## src/rtl/spinner_quad_gen.sv

```systemverilog
// Signed relative motion to rate-limited 2-bit Gray quadrature for the spinner input.
// Pending motion sits in a saturating accumulator and drains one encoder step per timer tick.
module spinner_quad_gen #(
    parameter int unsigned POS_W    = 12,
    parameter int unsigned STEP_DIV = 1500
) (
    input  logic             clk_12m,
    input  logic             reset,
    input  logic             ce,
    input  logic             clear,
    input  logic             delta_valid,
    input  logic [POS_W-1:0] delta,
    output logic [1:0]       enc,
    output logic             step,
    output logic             dir,
    output logic             busy
);

    localparam int unsigned DivW = (STEP_DIV > 1) ? $clog2(STEP_DIV) : 1;
    localparam logic [DivW-1:0] DivLast = DivW'(STEP_DIV - 1);
    localparam logic signed [POS_W+1:0] PosMax = {3'b000, {(POS_W-1){1'b1}}};
    localparam logic signed [POS_W+1:0] PosMin = -PosMax;

    logic [POS_W-1:0]        pos_q, pos_d;
    logic [DivW-1:0]         div_q, div_d;
    logic [1:0]              enc_q, enc_d;
    logic                    step_q, step_d;
    logic                    dir_q, dir_d;
    logic                    tick, neg;
    logic signed [POS_W+1:0] adj, sum;

    always_comb begin
        neg  = pos_q[POS_W-1];
        tick = ce && (div_q == '0) && (pos_q != '0);
        adj  = '0;
        if (tick) begin
            adj = neg ? (POS_W+2)'(1) : '1;
        end
        sum = $signed({{2{pos_q[POS_W-1]}}, pos_q})
            + $signed({{2{delta[POS_W-1]}}, delta})
            + adj;

        div_d  = div_q;
        enc_d  = enc_q;
        step_d = 1'b0;
        dir_d  = dir_q;
        pos_d  = pos_q;

        if (ce) begin
            div_d = (div_q == DivLast) ? '0 : div_q + DivW'(1);

            if (tick) begin
                // Forward rotates 00->10->11->01, reverse is the mirror; one bit flips per step.
                enc_d  = neg ? {enc_q[0], ~enc_q[1]} : {~enc_q[0], enc_q[1]};
                dir_d  = neg;
                step_d = 1'b1;
                pos_d  = pos_q + adj[POS_W-1:0];
            end

            if (clear) begin
                pos_d = '0;
            end else if (delta_valid) begin
                if (sum > PosMax) begin
                    pos_d = PosMax[POS_W-1:0];
                end else if (sum < PosMin) begin
                    pos_d = PosMin[POS_W-1:0];
                end else begin
                    pos_d = sum[POS_W-1:0];
                end
            end
        end
    end

    always_ff @(posedge clk_12m or negedge reset) begin
        if (!reset) begin
            pos_q  <= '0;
            div_q  <= '0;
            enc_q  <= 2'b11;
            step_q <= 1'b0;
            dir_q  <= 1'b0;
        end else begin
            pos_q  <= pos_d;
            div_q  <= div_d;
            enc_q  <= enc_d;
            step_q <= step_d;
            dir_q  <= dir_d;
        end
    end

    assign enc  = enc_q;
    assign step = step_q;
    assign dir  = dir_q;
    assign busy = |pos_q;

endmodule
```

## config.mk

```make
export PLATFORM = sky130hd
export DESIGN_NAME = spinner_quad_gen
export DESIGN_NICKNAME = d
export VERILOG_FILES = /design/src/rtl/spinner_quad_gen.sv
export SDC_FILE = /design/constraint.sdc
export NUM_CORES = 1
export LEC_CHECK = 0
export ABC_AREA = 1
export CAP_MARGIN = 20
export CORE_UTILIZATION = 54
export DETAILED_ROUTE_END_ITERATION = 7
export PLACE_DENSITY = 0.77
export SLEW_MARGIN = 0
export SYNTH_ARGS = -nofsm -noshare
export SYNTH_HDL_FRONTEND = slang
export SYNTH_SLANG_ARGS = --single-unit
```

## constraint.sdc

```tcl
create_clock -name clk_12m -period 4.66 [get_ports clk_12m]
set_input_delay 1.165 -clock clk_12m [delete_from_list [all_inputs] [get_ports clk_12m]]
set_output_delay 1.165 -clock clk_12m [all_outputs]
set_load 0.05 [all_outputs]
```

==> parameters.txt <==
Parameter                              Value

Clock tree
  Clock root buffer ... sky130_fd_sc_hd__clkbuf_8
  # hold bufs at CTS ... 0
  Clock latency on the worst-skew pair ... ~280 ps
  Total clock buffers created by CTS ... 3
  Maximum buffer depth of the clock tree ... 2
  H-tree lvl count ... 1
  TritonCTS sink count ... 27
  Post CTS Setup Buffer Count ... 0
  TritonCTS clock tree ... done
  Number of resized instances in the post-cts repair step ... 0
  Register clock-pin slew on the reported worst setup and hold paths ... approximately 100 ps

Routing
  Average via count per standard cell ... 5.18
  DRC violations left ... 0
  Total wirelength of the detailed-routed design ... 6870 um
  DRT antenna net count ... 0
  First-pass iteration count of the detailed router ... 6
  First DRT Iteration DRCs ... between 200 and 250
  Wire length per cell ... 12.6 um
  Total number of vias ... 2,829

STA
  Max-slew headroom ... 0.673
  Slew at the pin closest to its max-slew limit ... 486 ps
  Final-layout worst hold slack ... around 530 ps
  Tcrit/Tclk final ... 0.928
  Final count of hold timing violations ... 0
  Setup repair after global routing missed its margin ... no
  Crit path time final ... 4320 ps
  Final worst clock skew ... between 10 and 15 ps
  Total negative setup slack ... 0 ps
  Worst Setup Slack, final ... 338 ps
  Peak clock frequency supported by timing ... 231 MHz
  Final Slew Violations ... 0
  Total setup violations reported at the end of the flow ... 0

Floorplanning
  Die Width ... 76.0 um
  Count of pins on the block boundary ... 22
  Initial standard-cell utilization of the core ... 0.568
  Placeable core region ... 5200 um^2
  FP Rows ... 26
  Die H ... about 76 um
  Total Die Area ... 5770 um^2

Yosys
  Combinational family with the most area after synthesis ... simple AND/OR/NAND/NOR gates
  Distinct cell type count after synthesis ... 35
  Post-synthesis instance total ... 440
  Post-synthesis sequential area ratio ... 0.229
  Post-synthesis share of cell area spent on full adders, half adders and majority gates ... 0.201
  Synth Warn # ... 0
  Post-Syn Nets ... between 400 and 500
  Post-synthesis instance area ... 2960 um^2
  Compound-cell area share of the yosys netlist ... 0.0843
  Number of synthesized register bits ... 27
  Mux share of post-synthesis cell area ... 0
  Largest area contributor in the synthesized netlist ... sky130_fd_sc_hd__dfrtp_1
  Xor and xnor area share after synthesis ... 0.0322
  Post-synthesis area per instance ... 6.72 um^2
  Simple-Gate Fraction of Synth Area ... 0.358
  Main area contributors after synthesis ... sky130_fd_sc_hd__dfrtp_1, sky130_fd_sc_hd__nand2_1, sky130_fd_sc_hd__ha_1, sky130_fd_sc_hd__fa_1, sky130_fd_sc_hd__inv_1
  Area share of the largest cell type after synthesis ... 0.212

Run
  Total of max-cap violations ... 0

Layout
  Fraction of layout instances using a drive strength above 1 ... 0.0861
  # nets final ... between 500 and 600
  Finished Core Util ... 0.659
  FF/Latch Area ... between 600 and 700 um^2
  Area occupied by multi-input gates ... 2030 um^2
  Growth of design area from synthesis to finish ... 16.1%
  Filler cell count ... approximately 480
  Number of antenna cells inserted ... 0

Min path
  Class of the tightest hold or removal check ... reg -> reg

Critical path
  Reg-to-reg slack, setup ... 970 ps
  WS Path Type ... in -> reg
  Worst-path maximum fanout ... 11
  Reg2reg start ... pos_q[1]
  Critical path startpoint category ... input pin
  Worst setup path end ... pos_q[9]
  Worst reg2reg path endpoint ... pos_q[9]
  Required time of the critical path ... 4830 ps
  Data arrival time of the critical path ... 4490 ps
  Startpoint of the most critical setup path ... ce
  Number of cells traversed by the worst register-to-register path ... 24
  Element type at the critical path end ... flop

Global routing
  Largest net degree at the start of global routing ... 28
  Global-route total usage across every layer ... 0.257
  Number of antenna violations at the first check in global routing ... 0
  Via count of the first global-routing pass ... 2,642
  Global route total overflow ... 0
  Global-route wire length before repair ... 12,000 um

Placement
  Placer congestion estimate ... 0.915
  Setup Slack @ Placement ... -100 ps
  Count of input and output buffers ... 21
  Detailed Place HPWL ... 5600 um

Status
  Run status ... finished, final reports clean

Pwr
  Static power due to leakage ... 0.00183 uW
  Worst supply voltage drop on vdd ... 0.294 mV
  Ratio of total power to cell area ... 366 nW/um^2
## worst min path at each step
stage,start,end,cells after the start
3_3_place_gp,dir,dir,2
2_1_floorplan,pos_q[0],pos_q[0],2
6_report,dir,dir,2
5_1_grt,div_q[9],div_q[9],1
4_1_cts,enc[1],enc[0],2
3_5_place_dp,div_q[9],div_q[9],1
## cell families after synthesis
family                   Yosys count
adder cells (fa/ha/maj)           39
AND/OR/NAND/NOR                  248
flip-flops                        27
buffers and inverters             71
AO/OA/AOI/OAI                     45
XOR/XNOR                          10
## layout by cell type (no fill, tap or decap), types with 2 or more instances in the layout
cell / n
sky130_fd_sc_hd__clkdlybuf4s50_1: 21
sky130_fd_sc_hd__o21ai_0: 9
sky130_fd_sc_hd__inv_2: 4
sky130_fd_sc_hd__a21oi_1: 27
sky130_fd_sc_hd__dfstp_2: 2
sky130_fd_sc_hd__ha_1: 24
sky130_fd_sc_hd__buf_4: 14
sky130_fd_sc_hd__clkbuf_8: 3
sky130_fd_sc_hd__nor3_2: 2
sky130_fd_sc_hd__nand4_1: 7
sky130_fd_sc_hd__nor3_1: 11
sky130_fd_sc_hd__or2_2: 2
sky130_fd_sc_hd__inv_1: 61
sky130_fd_sc_hd__o21a_1: 2
sky130_fd_sc_hd__fa_1: 13
sky130_fd_sc_hd__o21bai_1: 3
sky130_fd_sc_hd__xor2_1: 8
sky130_fd_sc_hd__nor2_1: 39
sky130_fd_sc_hd__dfrtp_1: 25
sky130_fd_sc_hd__nand2_1: 139
sky130_fd_sc_hd__nand3_1: 32
sky130_fd_sc_hd__nor4_1: 4
sky130_fd_sc_hd__nand2_2: 5
sky130_fd_sc_hd__o211ai_1: 2
## state kept, by name, indices dropped and copies added (netlist names)
register / flops
dir: 1
div_q: 11
enc: 2
pos_q: 12
step: 1
## through the flow
step | power [uW] | cells | instance area (um^2)
2_1_floorplan | 911 | 440 | 2970
3_3_place_gp | 1090 | 541 | 3360
3_5_place_dp | 1110 | 541 | 3360
4_1_cts | 1250 | 545 | 3400
5_1_grt | 1380 | 546 | 3430
6_report | 1260 | 546 | 3430
## worst max-delay path, stage by stage
cell                              delay [ps]
sky130_fd_sc_hd__clkdlybuf4s50_1         470
sky130_fd_sc_hd__nand3_1                  90
sky130_fd_sc_hd__nor3_2                  200
sky130_fd_sc_hd__nand2_2                 100
sky130_fd_sc_hd__nor2_4                  140
sky130_fd_sc_hd__inv_2                    70
sky130_fd_sc_hd__fa_1                    480
sky130_fd_sc_hd__inv_1                    40
sky130_fd_sc_hd__ha_1                    230
sky130_fd_sc_hd__fa_2                    380
sky130_fd_sc_hd__nand3_1                 130
sky130_fd_sc_hd__nand2_2                  80
sky130_fd_sc_hd__nand2_2                  60
sky130_fd_sc_hd__nand2_1                  60
sky130_fd_sc_hd__nand2_1                  70
sky130_fd_sc_hd__nand2_2                  60
sky130_fd_sc_hd__xor2_2                  160
sky130_fd_sc_hd__a21oi_2                 130
sky130_fd_sc_hd__buf_4                   170
sky130_fd_sc_hd__nand2_1                  60
sky130_fd_sc_hd__nand2_1                  70
sky130_fd_sc_hd__nand2_1                  50
## routing by layer
layer / share of wire / vias up / global-route usage
met2: 0.47 / 66 / 0.432
met1: 0.48 / 1276 / 0.357
met4: 0.012 / 0 / 0.0500
li1: - / 1477 / -
met5: 0 / - / 0
met3: 0.041 / 10 / 0.0359
## cell usage after synthesis (all sizes together)
master  count
nor2       40
o21a        2
nor3       13
nand4       7
o211ai      2
or2         2
o21ai       9
inv        65
buf         6
nand3b      1
nor3b       1
ha         25
nor4        4
a211oi      1
fa         14
xor2        9
xnor2       1
dfstp       2
nand3      33
dfrtp      25
o21bai      3
and2        1
nand2     144
and3        1
a21oi      28
and3b       1
## cell type report
type | instances | area share
Clock buffer | 4 | 0.0131
Inverter | 65 | 0.0711
Multi-Input combinational cell | 342 | 0.590
Sequential cell | 27 | 0.198
Tap cell | 70 | 0.0255
Timing Repair Buffer | 38 | 0.102
## power breakdown
part	switching [uW]	internal, uW	leakage (uW)
sequential	65.0	290	0.000340
combinational	464	300	0.00147
clock	76.1	61.5	0.0000228
total	605	651	0.00183
Note: power is estimated with default switching activity, not from simulation.
